==> config.mk <==
export PLATFORM = sky130hd
export DESIGN_NAME = lamp_code_controller
export DESIGN_NICKNAME = d
export VERILOG_FILES = /design/src/rtl/lamp_code_pkg.sv /design/src/rtl/lamp_code_regfile.sv /design/src/rtl/lamp_code_controller.sv
export SDC_FILE = /design/constraint.sdc
export NUM_CORES = 1
export LEC_CHECK = 0
export CELL_PAD_IN_SITES_DETAIL_PLACEMENT = 1
export CELL_PAD_IN_SITES_GLOBAL_PLACEMENT = 1
export CORE_ASPECT_RATIO = 0.5
export CORE_MARGIN = 3
export CORE_UTILIZATION = 44
export CTS_CLUSTER_SIZE = 25
export DETAILED_ROUTE_END_ITERATION = 7
export PLACE_DENSITY = 0.8
export RECOVER_POWER = 25
export SLEW_MARGIN = 20
export SYNTH_ARGS = -nofsm -noshare
export SYNTH_HDL_FRONTEND = slang
export SYNTH_SLANG_ARGS = --single-unit
==> constraint.sdc <==
create_clock -name clk -period 3 [get_ports clk]
set_clock_uncertainty 0.15 [all_clocks]
set_input_delay 0.3 -clock clk [delete_from_list [all_inputs] [get_ports clk]]
set_output_delay 0.3 -clock clk [all_outputs]
set_load 0.02 [all_outputs]
==> src/rtl/lamp_code_pkg.sv <==
// lamp_code_pkg: shared states, lamp codes and helpers for the lamp-code lock.
package lamp_code_pkg;
   typedef enum logic [1:0] {IDLE, ENTRY, ALARM, LOCKOUT} state_t;
   localparam logic [2:0] LAMP1 = 3'b001;
   localparam logic [2:0] LAMP2 = 3'b010;
   localparam logic [2:0] LAMP3 = 3'b100;
   function automatic logic is_onehot(logic [2:0] v);
      return v == LAMP1 || v == LAMP2 || v == LAMP3;
   endfunction
   // Reset code cycles lamp1, lamp2, lamp3, lamp1, ...
   function automatic logic [2:0] default_code(int i);
      return (i % 3 == 0) ? LAMP1 : (i % 3 == 1) ? LAMP2 : LAMP3;
   endfunction
endpackage

==> src/rtl/lamp_code_regfile.sv <==
// lamp_code_regfile: programmable code storage, one one-hot lamp code per position.
module lamp_code_regfile import lamp_code_pkg::*; #(
   parameter int SEQ_LEN = 3
) (
   input  logic       clk,
   input  logic       reset_n,
   input  logic       we,
   input  logic [2:0] idx,
   input  logic [2:0] wdata,
   input  logic [2:0] ridx,
   output logic [2:0] rdata
);
   localparam int IW = (SEQ_LEN > 1) ? $clog2(SEQ_LEN) : 1;
   logic [2:0] code [SEQ_LEN];
   always_ff @(posedge clk or negedge reset_n) begin
      if (!reset_n) begin
         for (int i = 0; i < SEQ_LEN; i++) code[i] <= default_code(i);
      end else if (we && 32'(idx) < SEQ_LEN && is_onehot(wdata)) begin
         code[idx[IW-1:0]] <= wdata;
      end
   end
   assign rdata = (32'(ridx) < SEQ_LEN) ? code[ridx[IW-1:0]] : 3'b000;
endmodule

==> src/rtl/lamp_code_controller.sv <==
// lamp_code_controller: scores lamp-code attempts, counts failures, escalates to
// an acknowledged alarm followed by a timed lockout.
module lamp_code_controller import lamp_code_pkg::*; #(
   parameter int SEQ_LEN     = 3,
   parameter int MAX_FAILS   = 3,
   parameter int ALARM_HOLD  = 8,
   parameter int LOCK_CYCLES = 16,
   parameter int TIMEOUT     = 32
) (
   input  logic       clk,
   input  logic       reset_n,
   input  logic       lamp_valid,
   input  logic [2:0] lampadas,
   input  logic       cfg_we,
   input  logic [2:0] cfg_idx,
   input  logic [2:0] cfg_code,
   input  logic       alarm_ack,
   output logic       alarme,
   output logic       unlocked,
   output logic       locked_out,
   output logic       busy,
   output logic [3:0] fail_count
);
   localparam int TW = $clog2(TIMEOUT + 1);
   localparam int HW = $clog2(ALARM_HOLD + 1);
   localparam int LW = $clog2(LOCK_CYCLES + 1);
   state_t          state, nstate;
   logic [2:0]      pos, npos, code_q;
   logic            mis, nmis, miss, accept, last, hold_done, cfg_ok;
   logic            ack_seen, nack, nunl;
   logic [3:0]      nfail;
   logic [TW-1:0]   tcnt, ntcnt;
   logic [HW-1:0]   hold_cnt, nhold;
   logic [LW-1:0]   lock_cnt, nlock;
   assign accept    = lamp_valid && (state == IDLE || state == ENTRY);
   assign last      = pos == 3'(SEQ_LEN - 1);
   assign miss      = (state == ENTRY && mis) || !is_onehot(lampadas) || lampadas != code_q;
   assign hold_done = hold_cnt == HW'(ALARM_HOLD - 1);
   assign cfg_ok    = cfg_we && state == IDLE && !lamp_valid;
   lamp_code_regfile #(.SEQ_LEN(SEQ_LEN)) u_regfile (
      .clk(clk), .reset_n(reset_n), .we(cfg_ok), .idx(cfg_idx), .wdata(cfg_code),
      .ridx(pos), .rdata(code_q)
   );
   always_comb begin
      nstate = state;
      npos   = pos;
      nmis   = mis;
      nfail  = fail_count;
      ntcnt  = tcnt;
      nhold  = hold_cnt;
      nlock  = lock_cnt;
      nack   = ack_seen;
      nunl   = 1'b0;
      case (state)
         IDLE, ENTRY: begin
            if (accept && last) begin
               npos   = '0;
               nmis   = 1'b0;
               ntcnt  = '0;
               nunl   = !miss;
               nfail  = miss ? fail_count + 4'd1 : 4'd0;
               nstate = (miss && nfail == 4'(MAX_FAILS)) ? ALARM : IDLE;
            end else if (accept) begin
               npos   = pos + 3'd1;
               nmis   = miss;
               ntcnt  = '0;
               nstate = ENTRY;
            end else if (state == ENTRY) begin
               ntcnt = tcnt + TW'(1);
               if (tcnt == TW'(TIMEOUT - 1)) begin
                  nstate = IDLE;
                  npos   = '0;
                  nmis   = 1'b0;
                  ntcnt  = '0;
               end
            end
         end
         ALARM: begin
            nack  = ack_seen || alarm_ack;
            nhold = hold_done ? hold_cnt : hold_cnt + HW'(1);
            if (hold_done && nack) begin
               nstate = LOCKOUT;
               nfail  = 4'd0;
               nhold  = '0;
               nack   = 1'b0;
            end
         end
         LOCKOUT: begin
            nlock = lock_cnt + LW'(1);
            if (lock_cnt == LW'(LOCK_CYCLES - 1)) begin
               nstate = IDLE;
               nlock  = '0;
            end
         end
         default: nstate = IDLE;
      endcase
   end
   // Outputs are registered from the next state so they line up with it.
   always_ff @(posedge clk or negedge reset_n) begin
      if (!reset_n) begin
         state      <= IDLE;
         pos        <= '0;
         mis        <= 1'b0;
         fail_count <= '0;
         tcnt       <= '0;
         hold_cnt   <= '0;
         lock_cnt   <= '0;
         ack_seen   <= 1'b0;
         alarme     <= 1'b0;
         unlocked   <= 1'b0;
         locked_out <= 1'b0;
         busy       <= 1'b0;
      end else begin
         state      <= nstate;
         pos        <= npos;
         mis        <= nmis;
         fail_count <= nfail;
         tcnt       <= ntcnt;
         hold_cnt   <= nhold;
         lock_cnt   <= nlock;
         ack_seen   <= nack;
         alarme     <= nstate == ALARM;
         unlocked   <= nunl;
         locked_out <= nstate == LOCKOUT;
         busy       <= nstate != IDLE;
      end
   end
endmodule

* After elaboration in Yosys (flattened, before gate mapping) *
Cells that the tools add are included.

word-level totals
  register bits after elaboration = 39
  input bits = 14
  output and inout port bits = 8

operators by class
  $add $sub $neg = 5
  magnitude comparators = 5
  equality and inequality tests = 20
  muxes and demuxes = 37
  bitwise gates (word level) = 2
  reduce and logical (&&, ||, !) cells = 31

operators with widths
  kind                   count
  $mux W3                8
  $mux W6                4
  $mux W4                5
  $mux W2                7
  $logic_and A1 B1 Y1    10
  $bwmux W9              1
  $eq A3 B2 Y1 const B   3
  $add A4 B1 Y4 const B  2
  $eq A2 B2 Y1 const B   4
  $logic_or A1 B1 Y1     8
  $pmux W4 S2            1
  $mux W1                7
  $add A6 B1 Y6 const B  1
  $bmux W3 S2            1
  $demux W3 S2           1
  $eq A3 B1 Y1 const B   2
  $eq A3 B3 Y1 const B   2
  $eq A6 B5 Y1 const B   1
  $ge A3 B3 Y1 const B   2
  $lt A3 B2 Y1 const B   2
  $not A2 Y3             2
  $pmux W2 S3            1
  $reduce_and A3 Y1      2
  $reduce_bool A3 Y1     2
  other kinds (16)       21

* Longest topological paths before layout *
  word-level depth = 14
  depth in mapped cells = 7

* Modules after synthesis *
From an unflattened synthesis, not the netlist that was laid out.

unflattened totals
  cell total of the unflattened synthesis = 228
  area total of the unflattened synthesis = 2207.1 µm²

by module, submodules not included
  module                instances  cells each  area each (µm²)
  lamp_code_controller  1          162         1606.5
  lamp_code_regfile     1          66          600.6

* Worst setup path after synthesis *
OpenSTA, ideal clock, no wires.

  path kind = register to register
  from = register pos[1]
  to = register busy
  library setup time = 0.131 ns
  arrival = 2.017 ns
  required time = 2.719 ns
  slack = 0.702 ns
  stages on the path, launching flop included = 7
  buffers on the path = 0
  period minus slack after synthesis = 2.298 ns
  cell sequence = dfrtp_1 -> mux2_4 -> a221oi_2 -> o221ai_2 -> a211oi_2 -> and4b_1 -> or3_1

between the ends
  longest elaborated chain between the ends = 14
  elaborated cells on any way between the ends = 17

RTL lines
  element                                      line                         source
  from (decl)                                  lamp_code_controller.sv:28   logic [2:0] pos, npos, code_q;
  from (signal assigned)                       lamp_code_controller.sv:115  pos <= npos;
  $not A2 Y3 (not written as such)             lamp_code_regfile.sv:22      assign rdata = (32'(ridx) < SEQ_LEN) ? code[ridx[IW-1:0]] : 3'b000;
  $bmux W3 S2                                  lamp_code_regfile.sv:22
  $mux W3 (not written as such) (2 in series)  lamp_code_regfile.sv:22
  $mux W3                                      lamp_code_regfile.sv:22
  $ne A3 B3 Y1                                 lamp_code_controller.sv:37   assign miss = (state == ENTRY && mis) || !is_onehot(lampadas) || lampadas != code_q;
  $logic_or A1 B1 Y1                           lamp_code_controller.sv:37
  $mux W4                                      lamp_code_controller.sv:61   nfail = miss ? fail_count + 4'd1 : 4'd0;
  $eq A4 B2 Y1                                 lamp_code_controller.sv:62   nstate = (miss && nfail == 4'(MAX_FAILS)) ? ALARM : IDLE;
  $logic_and A1 B1 Y1                          lamp_code_controller.sv:62
  $mux W2                                      lamp_code_controller.sv:62
  $mux W2 *                                    lamp_code_controller.sv:56   if (accept && last) begin
  $pmux W2 S3 *                                lamp_code_controller.sv:54   case (state)
  $reduce_bool A2 Y1 *                         lamp_code_controller.sv:125  busy <= nstate != IDLE;
  to (signal assigned)                         lamp_code_controller.sv:112  busy <= 1'b0;
  to (signal assigned)                         lamp_code_controller.sv:125
  to (decl)                                    lamp_code_controller.sv:21   output logic busy,

Every way passes the cells marked *; elsewhere a longest branch is shown, timed or not. The select of a mux whose other input is x is not followed.
A chain may end at the register's enable or synchronous reset.

* Final worst setup path *
Same ends and word-level chain as after synthesis.

==> out/metrics.cfg <==
[route]
wl_per_cell_um=16.4
drt_iter0_drc=28
final_antenna_net_count=0
viasPerCell=5.63
vias=1594
wirelength_um=4640
dr.pass1.iters=4
drc=0

[timing]
fmax_ghz=0.389
slew_headroom_pct=-41.5
slew_violations=40
tightest_slew_ns=2.12
fin_hold_ws_ns=0.338
setup-violations-final=0
rsz0062_at_grt=false
tns_ns=0
finalHoldViolations=0
layout_setup_ws_ns=0.428
post-route-period-util_pct=85.7
final.min_clock_period_ns=2.57

[worst_setup_path]
worst_setup_path_end_kind=register
cp.arrival_ns=2.59
worst-path-max-fanout=8
crit_required_ns=3.02
path_class=register to register
critPathLaunchType=register
worst_path_largest_cell_delay_ns=0.52
slowest_stage=dfrtp_1
r2r-start=pos[1]$_DFFE_PN0P_
r2r_end=busy$_DFF_PN0_
crit_chain=mux2_4 > a221oi_2 > o221ai_2 > a211oi_2 > and4b_1 > or3_1
reg2reg_depth=6
regToRegSetupSlack_ns=0.43

[worst_hold_path]
min_path_cells=1
hold_path_class=register to register
hold_end=lock_cnt[3]$_DFFE_PN0P_
hold_start=lock_cnt[3]$_DFFE_PN0P_

[layout]
diodes=0
final_common_cell=dfrtp_1
multi_input_area_um2=1030
design_area_um2=2420
finalNetCount=248
final_cell_mix=dfrtp_1, o21ai_0, nand2_1, clkdlybuf4s50_1, mux2_2
fillers=459
drive_gt1_share_pct=16.2
syn2layout_area_growth_pct=18.3
finalNonFillerCells=283
final-seq-area_um2=980

[status]
violations=capacitance limit, slew limit
status=complete, but fails checks

[place]
dp_slack_ns=0.381
dp_cells=275
hpwl_um=3440
gp_congestion=0.814
postPlaceCellArea_um2=2340
io_buffers=21

[yosys]
synth_xor_area_share_pct=2.14
synth.area.mux_share_pct=8.31
ys_seq_area_share_pct=47.9
synthCells=199
synth_fp_nets=219
synth_edf_count=0
synth-adder-area-share_pct=3.67
ys.flop_type=dfrtp_1
yosys_register_bits=39
synth_compound_area_share_pct=16.3
avgSynthCellArea_um2=10.3
synth_top_family_by_area=simple AND/OR/NAND/NOR gates
yosys.area_share.simple_pct=19.9
synth-warning-count=0
ys_types=46
synthArstFlopShare_pct=100
syn_area_um2=2050

[floorplanning]
io_pins=22
dieArea_um2=5560
start_util_pct=48.9
row_count=16
die_h_um=54.2
core_area_um2=4180
die_w_um=102

[clocking]
htreeDepth=2
clock_sinks=39
cts_resized=0
cts_inserted_buffers=5
root_buffer=clkbuf_8
cts-hold-fix-buffers=0
postCtsSetupRepairBufs=0
cts_tree=yes
clk_latency_ns=0.29
clkTransAtPathRegs_ns=0.08
clock_path_buffers=2

[job]
max_cap_viol_count=1

[power_and_ir_drop]
power.density_nw_per_um2=867
clockPowerShare_pct=16.6
switching_share_pct=38.8
p_leak_nw=1.05
p_comb_share_pct=40.7
p_seq_share_pct=42.7
netSwitchingPower_uw=814
worst_ir_drop_vdd_uv=406
cellInternalPower_mw=1.28

[grt]
grt-ovfl-total=0
grt_first_pass_wirelength_um=7810
grt_max_degree=40
grt_pass1_vias=1650
antenna_found_initial=0
grt_usage_pct=18.7

==> power by group through the flow <==
stage                     combinational, mW  sequential, mW  clock (mW)
after detailed placement              0.861           0.908           0
final                                 0.854           0.897       0.348
after global placement                0.821           0.892           0
after floorplan                       0.532           0.915           0
after CTS                             0.866           0.898       0.357
after global routing                  0.959           0.925       0.386
==> how the worst max path moves through the flow <==
stage                             startpoint              to
after floorplan           pos[1]$_DFFE_PN0P_  busy$_DFF_PN0_
after global placement           lampadas[2]  busy$_DFF_PN0_
after detailed placement         lampadas[1]  busy$_DFF_PN0_
after CTS                 pos[1]$_DFFE_PN0P_  busy$_DFF_PN0_
after global routing      pos[1]$_DFFE_PN0P_  busy$_DFF_PN0_
final                     pos[1]$_DFFE_PN0P_  busy$_DFF_PN0_
==> synth_stat cells (2+ instances only) <==
| cell type | count | share of area [%] |
|---|---|---|
| dfrtp_1 | 36 | 44 |
| mux2_2 | 12 | 6.6 |
| a21oi_1 | 9 | 2.2 |
| nand4_1 | 4 | 1.2 |
| a32oi_1 | 2 | 0.86 |
| xnor2_1 | 4 | 1.7 |
| nand2_1 | 20 | 3.7 |
| or2_2 | 2 | 0.61 |
| mux2i_1 | 2 | 0.98 |
| nand3b_1 | 4 | 1.5 |
| nand3_1 | 6 | 1.5 |
| nor2b_1 | 6 | 1.8 |
| o21a_1 | 2 | 0.73 |
| nor2_1 | 9 | 1.7 |
| dfstp_2 | 3 | 3.9 |
| nor3b_1 | 4 | 1.5 |
| nand2b_1 | 3 | 0.92 |
| nor4_1 | 3 | 0.92 |
| o21ai_0 | 22 | 5.4 |
| nor3_1 | 4 | 0.98 |
| ha_1 | 6 | 3.7 |
| a21o_1 | 4 | 1.5 |
| clkbuf_1 | 4 | 0.73 |
| inv_1 | 6 | 1.1 |
==> state kept, by name, indices dropped and copies added (netlist names) <==
signal	flops
pos	3
tcnt	6
busy	1
ack_seen	1
lock_cnt	5
fail_count	4
mis	1
locked_out	1
u_regfile.code	9
state	2
unlocked	1
hold_cnt	4
alarme	1
==> worst max-delay path: cells and delay by family (launching register included) <==
kind / cells / cell delay (ns)
AO/OA/AOI/OAI: 3 / 0.82
flip-flops: 1 / 0.52
multiplexers: 1 / 0.35
AND/OR/NAND/NOR: 2 / 0.61
==> kinds of logic after synthesis <==
group / after synthesis
and+or+nand+nor: 74
AOI/OAI and AO/OA: 50
DFF: 39
muxes: 15
buffers and inverters: 10
adders and majority gates: 6
xor gates and xnor gates: 5
==> routing by layer <==
metal | track usage, % | part of all wire (%) | up-vias
li1 | - | - | 780
met2 | 34.1 | 49 | 14
met1 | 22.6 | 48 | 798
met5 | 0 | 0 | -
met4 | 5.23 | 0.58 | 0
met3 | 4.58 | 2.6 | 2
==> through the flow <==
step | util, % | power (mW)
floorplan | - | 1.45
global placement | 56.0 | 1.71
detailed placement | 56.0 | 1.77
CTS | 57.9 | 2.12
global route | 57.9 | 2.27
finish | 57.9 | 2.10
==> final cells by class <==
cell class / instances / area share, %
Sequential cell: 39 / 40.5
Tap cell: 54 / 2.79
Timing Repair Buffer: 26 / 9.97
Inverter: 6 / 0.930
Clock buffer: 8 / 3.31
Multi-Input combinational cell: 150 / 42.5
No activity file was read; power rests on OpenSTA's default activity.
